$ cat src/rtl/alu_seq_n.sv
`default_nettype none
// ============================================================================
//  Module   : alu_seq_n
//  Purpose  : WIDTH-bit sequential ALU with registered result and flags and a
//             valid/ready handshake on both sides. It provides bitwise, add/sub
//             and shift-left operations in one cycle, plus an optional
//             shift-and-add multiplier that processes one bit of b per cycle.
//  Ports    : clk, rst (async, active-high)
//             in_valid / in_ready          operand handshake
//             op[2:0], a, b                operation and operands
//             out_valid / out_ready        result handshake
//             z, carry, zero, err          result and flags
//  Config   : ALU_MUL_EN - when defined, op 111 runs the WIDTH-cycle
//             multiplier. When undefined, op 111 returns z=0 with err=1 in one
//             cycle, and no multiplier logic is built.
//  Revision : 1.0 - initial release
// ============================================================================
module alu_seq_n #(
    parameter int WIDTH = 8
) (
    input  logic             clk,
    input  logic             rst,
    input  logic             in_valid,
    output logic             in_ready,
    input  logic [2:0]       op,
    input  logic [WIDTH-1:0] a,
    input  logic [WIDTH-1:0] b,
    output logic             out_valid,
    input  logic             out_ready,
    output logic [WIDTH-1:0] z,
    output logic             carry,
    output logic             zero,
    output logic             err
);

    localparam int c_SHW = $clog2(WIDTH);

    typedef enum logic [1:0] {
        S_IDLE = 2'd0,
        S_MUL  = 2'd1,
        S_HOLD = 2'd2
    } state_t;

    state_t           r_state;
    logic [WIDTH-1:0] r_z;
    logic             r_carry;
    logic             r_zero;
    logic             r_err;

    // Single-cycle result, computed from the operands present at accept
    logic [WIDTH-1:0] w_z;
    logic             w_carry;
    logic             w_err;
    logic [WIDTH:0]   w_sum;
    logic [WIDTH:0]   w_shl;

    assign w_sum = {1'b0, a} + {1'b0, b};
    // Bit WIDTH of the widened shift is the last bit pushed out (0 when s=0)
    assign w_shl = {1'b0, a} << b[c_SHW-1:0];

    always_comb begin
        w_z     = '0;
        w_carry = 1'b0;
        w_err   = 1'b0;
        case (op)
            3'b000: w_z = a & b;
            3'b001: w_z = a | b;
            3'b010: w_z = a ^ b;
            3'b011: w_z = ~a;
            3'b100: {w_carry, w_z} = w_sum;
            3'b101: begin
                w_z     = a - b;
                w_carry = (a < b);
            end
            3'b110: {w_carry, w_z} = w_shl;
            default: begin
`ifdef ALU_MUL_EN
                w_err = 1'b0;
`else
                w_err = 1'b1;
`endif
            end
        endcase
    end

`ifdef ALU_MUL_EN
    logic [2*WIDTH-1:0] r_acc;
    logic [2*WIDTH-1:0] r_mcand;
    logic [WIDTH-1:0]   r_mplier;
    logic [c_SHW-1:0]   r_cnt;
    logic [2*WIDTH-1:0] w_acc_next;

    assign w_acc_next = r_acc + (r_mplier[0] ? r_mcand : '0);
`endif

    always_ff @(posedge clk or posedge rst) begin
        if (rst) begin
            r_state  <= S_IDLE;
            r_z      <= '0;
            r_carry  <= 1'b0;
            r_zero   <= 1'b0;
            r_err    <= 1'b0;
`ifdef ALU_MUL_EN
            r_acc    <= '0;
            r_mcand  <= '0;
            r_mplier <= '0;
            r_cnt    <= '0;
`endif
        end else begin
            case (r_state)
                S_IDLE: begin
                    if (in_valid) begin
`ifdef ALU_MUL_EN
                        if (op == 3'b111) begin
                            r_acc    <= '0;
                            r_mcand  <= {{WIDTH{1'b0}}, a};
                            r_mplier <= b;
                            r_cnt    <= c_SHW'(WIDTH - 1);
                            r_state  <= S_MUL;
                        end else
`endif
                        begin
                            r_z     <= w_z;
                            r_carry <= w_carry;
                            r_zero  <= (w_z == '0);
                            r_err   <= w_err;
                            r_state <= S_HOLD;
                        end
                    end
                end
`ifdef ALU_MUL_EN
                S_MUL: begin
                    r_acc    <= w_acc_next;
                    r_mcand  <= r_mcand << 1;
                    r_mplier <= r_mplier >> 1;
                    r_cnt    <= r_cnt - 1'b1;
                    // Last bit of b: the product is complete in w_acc_next
                    if (r_cnt == '0) begin
                        r_z     <= w_acc_next[WIDTH-1:0];
                        r_carry <= |w_acc_next[2*WIDTH-1:WIDTH];
                        r_zero  <= (w_acc_next[WIDTH-1:0] == '0);
                        r_err   <= 1'b0;
                        r_state <= S_HOLD;
                    end
                end
`endif
                S_HOLD: begin
                    if (out_ready) begin
                        r_state <= S_IDLE;
                    end
                end
                default: r_state <= S_IDLE;
            endcase
        end
    end

    assign in_ready  = (r_state == S_IDLE);
    assign out_valid = (r_state == S_HOLD);
    assign z         = r_z;
    assign carry     = r_carry;
    assign zero      = r_zero;
    assign err       = r_err;

endmodule
`default_nettype wire

$ cat config.mk
export PLATFORM = sky130hd
export DESIGN_NAME = alu_seq_n
export DESIGN_NICKNAME = d
export VERILOG_FILES = /design/src/rtl/alu_seq_n.sv
export SDC_FILE = /design/constraint.sdc
export NUM_CORES = 1
export LEC_CHECK = 0
export ABC_AREA = 1
export CAP_MARGIN = 25
export CORE_ASPECT_RATIO = 0.6
export CORE_MARGIN = 3
export CORE_UTILIZATION = 56
export CTS_BUF_LIST = sky130_fd_sc_hd__clkbuf_4
export DETAILED_ROUTE_END_ITERATION = 8
export GPL_TIMING_DRIVEN = 1
export PLACE_DENSITY_LB_ADDON = 0.1
export SETUP_SLACK_MARGIN = 0.2
export SYNTH_ARGS = -nofsm -noshare
export SYNTH_HDL_FRONTEND = slang
export SYNTH_SLANG_ARGS = --single-unit
$ cat constraint.sdc
create_clock -name clk -period 1.3 [get_ports clk]
set_input_delay 0.13 -clock clk [delete_from_list [all_inputs] [get_ports clk]]
set_output_delay 0.13 -clock clk [all_outputs]
set_load 0.05 [all_outputs]
==> results of run 1 <==
through the flow:
stage	cells	util, %	worst slack, ns
3_5_place_dp	536	88.8	-1.01
3_3_place_gp	536	88.8	-0.914
2_1_floorplan	384	-	-0.215
logic make-up after synthesis:
kind of cell               Yosys count  share of synthesized area [%]
DFF                                 12                           13.6
AOI/OAI and AO/OA                   22                           5.32
and+or+nand+nor                    254                           51.0
buffers and inverters               67                           13.1
adders and majority gates           29                           17.1
cells in the mapped netlist (all sizes together):
master	number
a21oi	9
a31oi	2
buf	9
clkbuf	1
clkinv	1
dfrtp	12
fa	2
ha	27
inv	56
nand2	137
nand3	55
nand3b	4
nand4	9
nor2	46
nor3	1
o211ai	1
o21ai	9
o31ai	1
or2	2
==> summary.txt, run 1 <==
Status - did not finish
Stop stage - clock tree synthesis (4_1_cts)
Tool error - [ERROR DPL-0038] Utilization greater than 100%, impossible to legalize
Sequential share of the synthesized area - 13.6%
Io pins - 36
I/O Buffers - 35
Num rows - 17
Cell count after synthesis - 384
Clock Tree Buf Depth - 2
Post-synth top area share - 22.9%
Post-CTS resize count - 195
Detail Placement HPWL - 7.41 mm
Mapped Area - 2210 um^2
Number of post-CTS setup repair buffers - 16
Gp weighted congestion - 1.07
TritonCTS Buffers - 3
Initial Util - 59.4%
Synth warn - 0
Post-CTS Hold Buffers - 0
Count of cell types in the netlist - 29
Die span in y - 54.7 um
Area leader, netlist - nand2_1
Syn avg cell area - 5.76 um^2
Clk root buf - clkbuf_4
Post-place instance area - 3310 um^2
Die width - 87.1 um
Htree depth - 1
Sink Count - 12
Yosys reg bits - 12
Syn Nets - 436
Synth area leaders - nand2_1 23%, ha_1 15%, dfrtp_1 14%, nand3_1 12%, inv_1 8.7%
==> run 2, diff against run 1 <==
==> config.mk (replaced) <==
export PLATFORM = sky130hd
export DESIGN_NAME = alu_seq_n
export DESIGN_NICKNAME = d
export VERILOG_FILES = /design/src/rtl/alu_seq_n.sv
export SDC_FILE = /design/constraint.sdc
export NUM_CORES = 1
export LEC_CHECK = 0
export ABC_AREA = 1
export CAP_MARGIN = 25
export CORE_MARGIN = 3
export CORE_UTILIZATION = 40
export DETAILED_ROUTE_END_ITERATION = 8
export GPL_TIMING_DRIVEN = 1
export PLACE_DENSITY_LB_ADDON = 0.15
export SYNTH_ARGS = -nofsm -noshare
export SYNTH_HDL_FRONTEND = slang
export SYNTH_SLANG_ARGS = --single-unit
==> run 2 against run 1 <==
The flow now finishes, with violations (setup timing). Area after synthesis is the same. Synthesized cell count unchanged.
==> summary.txt, run 2 <==
Die width - 80.4 um
Final Cell Area - 3980 um^2
Clock share of power - 14.1%
Final hold violation count - 0
First-pass DRT Iterations - 5
Crit-path max FO - 3
Routed wire per std cell - 15.1 um
First-pass GRT wire length - 13.3 mm
DRC viols - 0
Layout area overhead - 79.8%
Die area - 6460 um^2
CP endpoint kind - register
Fraction of layout cells with a size suffix above 1 - 47.3%
Detail Placement HPWL - 6.46 mm
Sequential share of the synthesized area - 13.6%
Clk root buf - clkbuf_8
Post-CTS Hold Buffers - 0
Delay-heaviest family, CP - simple AND/OR/NAND/NOR gates
Max FFs per register - 8
Total global-route track usage - 26.7%
Clk_lat worst skew - 0.25 ns
Critical path, cell by cell - buf_8 > inv_6 > ha_4 > inv_2 > fa_2 > nand2_2 > nand2_2 > nand2_1 > nand2_1 > nand3_1 > nand2_1 > inv_1 > nand3_1 > nor2_2 > nand3_1 > nand2_1
TritonCTS Buffers - 3
Reg2Reg Depth - 9
Post-synth top area share - 22.9%
Cell with the most instances after synthesis - nand2_1
Vias in the first global route - 2739
DR vias - 3025
Area leader, netlist - nand2_1
Pwr/cell area - 754 nW/um^2
Clock slew at reported path FFs - 0.06 ns
Reg2reg setup slack - -0.08 ns
Worst setup skew after layout - 0.00465 ns
Post-Route WL - 8.85 mm
Synth warn - 0
Htree depth - 1
Commonest non-fill, non-tap cell in the layout - nand2_1
Finished Core Util - 75.9%
Crit path buf inv count - 4
Post-synth top cells - 135 x nand2_1, 52 x nand3_1, 51 x inv_1, 40 x nor2_1, 27 x ha_1
FILL cells - 395
Final worst slack - -0.239 ns
Diode count - 0
Post-place instance area - 3310 um^2
Worst slack, placed - -0.957 ns
Most frequent cells in the layout - 113 x nand2_1, 89 x buf_4, 39 x nand3_1
Worst path max stage delay - 0.35 ns
Synth Flop Type - dfrtp_1
Syn Nets - 436
Syn avg cell area - 5.76 um^2
I/O Buffers - 35
Initial DRC count - 262
Setup violators final - 7
Crit share post-route - 118%
Number of max-cap violations - 0
Sink Count - 12
Max_slew headroom - 66.9%
Crit-path slowest cell - fa_2
Post-synth EDFFs - 0
Element type at the critical path start - primary input
Gate power share - 67.9%
Count of cell types in the netlist - 29
Lkg Pwr - 2.08 nW
Total grt overflow - 0
Part of the power in registers - 17.9%
Yosys reg bits - 12
Slew Limit Fails - 0
Unrepaired setup endpoints after global routing - yes
Num rows - 26
Mapped Area - 2210 um^2
WP data arrival - 1.72 ns
Net Sw Frac - 44.0%
Clock Tree Buf Depth - 2
Largest net degree at the start of global routing - 13
Critical path data required time - 1.48 ns
Vias per cell - 5.16
Minimum clock period - 1.54 ns
Post-route ant nets - 0
Io pins - 36
Internal Pwr Total - 0.00168 W
Worst hold-check path type - in2async
CTS tree - done
CP Depth - 16
Gp weighted congestion - 0.920
Fin nets - 569
Worst Tran Pin Value - 0.497 ns
Core area - 5240 um^2
Maximum clock frequency - 650 MHz
Synth area leaders - nand2_1 23%, ha_1 15%, dfrtp_1 14%, nand3_1 12%, inv_1 8.7%
Psw - 0.00132 W
Failing checks - setup timing
Most frequent CP cell - nand2_1
Initial antenna violation count - 0
Setup TNS - -0.699 ns
WS Path Type - in2reg
Initial Util - 42.2%
Status - finished, violations left
Async S/R FF share, synth - 100%
Peak supply drop - 1050 uV
Cell count after synthesis - 384
Die span in y - 80.4 um
[run 2: per-stage QoR]
stage          std cells  power [W]  hold slack [ns]
2_1_floorplan        384    0.00136         -0.00537
3_3_place_gp         556    0.00221            0.480
3_5_place_dp         556    0.00223            0.489
4_1_cts              579    0.00285            0.226
5_1_grt              586    0.00317            0.259
6_report             586    0.00300            0.216
[run 2: metal layers]
layer,part of all wire [%],GRT usage [%]
met3,7.7,4.04
met5,0,0
met1,41,34.9
met2,49,47.3
met4,2.8,3.04
[run 2: area by class of cell]
class                   count  area, um^2  area share [%]
flip-flops and latches     12         302            7.58
multi-input cells         305        2020            50.8
inverters                  57         235            5.91
clock buffers               4        55.1            1.38
well taps                  70        87.6            2.20
repair buffers            138        1280            32.1
[run 2: timing repair]
| action | 4_1_cts | 5_1_grt |
|---|---|---|
| resized for setup | 143 | 57 |
| setup buffers | 20 | 7 |
| gates cloned | 0 | 0 |
| pin swaps | 43 | 38 |
| setup endpoints to repair | 10 | 9 |
[run 2: path summary, 6_finish.rpt]
path / startpoint / to
hold reg to reg: z[6] / z[6]
max in group asynchronous: rst / r_state[1]
setup / recovery: a[0] / zero
min in group clk: op[2] / err
setup reg to reg: r_state[1] / zero
hold / removal: rst / z[4]
[run 2: logic make-up after synthesis]
logic type               after synthesis  share of synthesized area [%]
AO/OA/AOI/OAI                         22                           5.32
adder cells (fa/ha/maj)               29                           17.1
buffers and inverters                 67                           13.1
flip-flops                            12                           13.6
AND/OR/NAND/NOR                      254                           51.0
[run 2: worst reg2reg max path, cell delays in order, from the launching register on]
cell        delay [ns]
dfrtp_2           0.42
clkinvlp_4        0.09
nand2_4           0.05
a21oi_1           0.10
nand3_1           0.07
nor2_1            0.16
nand3_1           0.12
nor2_2            0.15
nand3_1           0.09
nand2_1           0.07
[run 2: power by group through the flow]
stage / Clock [W] / Sequential (W) / Combinational (W)
finish: 0.000424 / 0.000538 / 0.00204
global route: 0.000454 / 0.000548 / 0.00217
CTS: 0.000434 / 0.000537 / 0.00187
detailed placement: 0 / 0.000545 / 0.00169
global placement: 0 / 0.000539 / 0.00167
floorplan: 0 / 0.000773 / 0.000588
No activity file was read; power rests on OpenSTA's default activity.
==> run 3, diff against run 2 <==
--- a/config.mk
+++ b/config.mk
@@ -7,7 +7,6 @@
 export LEC_CHECK = 0
 export ABC_AREA = 1
 export CAP_MARGIN = 25
-export CORE_MARGIN = 3
 export CORE_UTILIZATION = 40
 export DETAILED_ROUTE_END_ITERATION = 8
 export GPL_TIMING_DRIVEN = 1
==> run 3 against run 2 <==
The run still ends with setup timing left. Clock-buffer cell count did not move. Via count rose by 0.86%. Critical path depth fell by 2. First-iteration DRC count rose by 0.76%. Utilization rose by 1.6 points. Clock power fell by 17%. Wire length rose by 1.8%. Final cell count fell by 0.51%. Largest power group unchanged.
==> summary.txt, run 3 (synthesis gave the netlist of run 2 again) <==
TritonCTS Buffers - 3
First-pass DRT Iterations - 5
Slew Limit Fails - 0
Diode count - 0
Element type at the critical path start - primary input
Initial Util - 42.5%
DR vias - 3051
WS Path Type - in2reg
Core area - 5200 um^2
Crit share post-route - 114%
Final hold violation count - 0
Clk root buf - clkbuf_8
Num rows - 26
I/O Buffers - 35
Worst path max stage delay - 0.43 ns
Critical path, cell by cell - buf_8 > inv_6 > ha_4 > inv_4 > fa_2 > nand3_2 > nand2_2 > nor2_4 > nand2_2 > nor2_2 > nand2_2 > nor2_2 > nand3_1 > nand2_1
Reg2Reg Depth - 9
Routed wire per std cell - 15.5 um
Max FFs per register - 8
Worst r2r src - r_state[1]
DRC viols - 0
Failing checks - setup timing
Fraction of layout cells with a size suffix above 1 - 51.3%
Critical path endpoint - zero
Sink Count - 12
Most frequent CP cell - nand2_2
Die area - 5830 um^2
Worst slack, placed - -0.945 ns
Layout area overhead - 82.5%
Setup violators final - 7
Worst hold-check path type - in2async
Clk_lat worst skew - 0.24 ns
Vias in the first global route - 2876
Io pins - 36
Gp weighted congestion - 1.01
Worst setup skew after layout - 0.00492 ns
Reg2reg setup slack - -0.05 ns
Fin nets - 566
FF-to-FF End - zero
Htree depth - 1
Vias per cell - 5.23
Unrepaired setup endpoints after global routing - yes
Peak supply drop - 567 uV
Finished Core Util - 77.6%
First-pass GRT wire length - 13.8 mm
Maximum clock frequency - 675 MHz
Commonest non-fill, non-tap cell in the layout - nand2_1
Largest net degree at the start of global routing - 13
Clock Tree Buf Depth - 2
Minimum clock period - 1.48 ns
Crit-path slowest cell - fa_2
Die span in y - 76.4 um
Final worst slack - -0.182 ns
Max_slew headroom - 68.4%
Crit-path max FO - 3
CTS tree - done
CP endpoint kind - register
Total global-route track usage - 29.8%
Initial antenna violation count - 0
Initial DRC count - 264
Detail Placement HPWL - 6.39 mm
Most frequent cells in the layout - 104 x nand2_1, 83 x buf_4, 40 x nand3_1
Worst Setup SP - a[0]
Die width - 76.4 um
Setup TNS - -0.680 ns
Critical path data required time - 1.48 ns
Status - finished, violations left
Clock slew at reported path FFs - 0.05 ns
Post-Route WL - 9.01 mm
Total grt overflow - 0
Lkg Pwr - 2.08 nW
Number of max-cap violations - 0
Post-route ant nets - 0
Worst Tran Pin Value - 0.473 ns
Pwr/cell area - 740 nW/um^2
WP data arrival - 1.66 ns
[run 3: changes by cell type in the layout (fill, tap and decap cells not counted), sizes merged]
cell | previous run | this run
buf | 127 | 125
clkbuf | 7 | 9
clkdlybuf4s15 | 3 | 1
clkinv | 1 | 0
clkinvlp | 1 | 2
dlygate4sd2 | 2 | 1
[run 3: worst min-delay path by stage]
stage / depth (start not counted) / endpoint
after floorplan: 1 / carry
after global placement: 2 / z[0]
after detailed placement: 2 / z[0]
after CTS: 2 / err
after global routing: 2 / z[2]
final: 2 / err
[run 3: cell type report]
type                       count  area [um^2]
fill                         393         1170
tap                           70         87.6
sequential                    12          302
timing repair buffer         135         1280
multi-input combinational    305         2080
clock buffer                   4         45.0
inverter                      57          244
[run 3: critical path: cells and delay by family]
family | cells | cell delay (ns)
and+or+nand+nor | 9 | 0.77
adders and majority gates | 2 | 0.58
buffers and inverters | 3 | 0.19
[run 3: stage by stage]
step | instance area [um^2] | total power (W) | hold WS (ns) | cells
global route | 4040 | 0.00315 | 0.254 | 583
detailed placement | 3330 | 0.00223 | 0.480 | 558
floorplan | 2240 | 0.00136 | -0.00537 | 384
CTS | 3850 | 0.00280 | 0.228 | 579
global placement | 3330 | 0.00220 | 0.474 | 558
finish | 4040 | 0.00299 | 0.209 | 583
[run 3: timing repair]
action,4_1_cts,5_1_grt
endpoints found under the setup margin,10,10
resized for setup,165,68
pin swaps,60,45
setup buffers,19,4
hold buffers,0,0
[run 3: where the power goes]
group | leakage, nW | switching, W | total (W) | internal, W
Clock | 0.0228 | 0.000137 | 0.000353 | 0.000216
Sequential | 0.149 | 0.0000924 | 0.000545 | 0.000452
Combinational | 1.90 | 0.00112 | 0.00209 | 0.000974
Total | 2.08 | 0.00134 | 0.00299 | 0.00164
[run 3: routing by layer]
| metal | wire, um | vias up | GRT usage [%] |
|---|---|---|---|
| li1 | - | 1470 | - |
| met1 | 3670 | 1403 | 38.1 |
| met2 | 4420 | 147 | 52.4 |
| met3 | 589 | 31 | 2.87 |
| met4 | 320 | 0 | 9.42 |
| met5 | 0 | - | 0 |
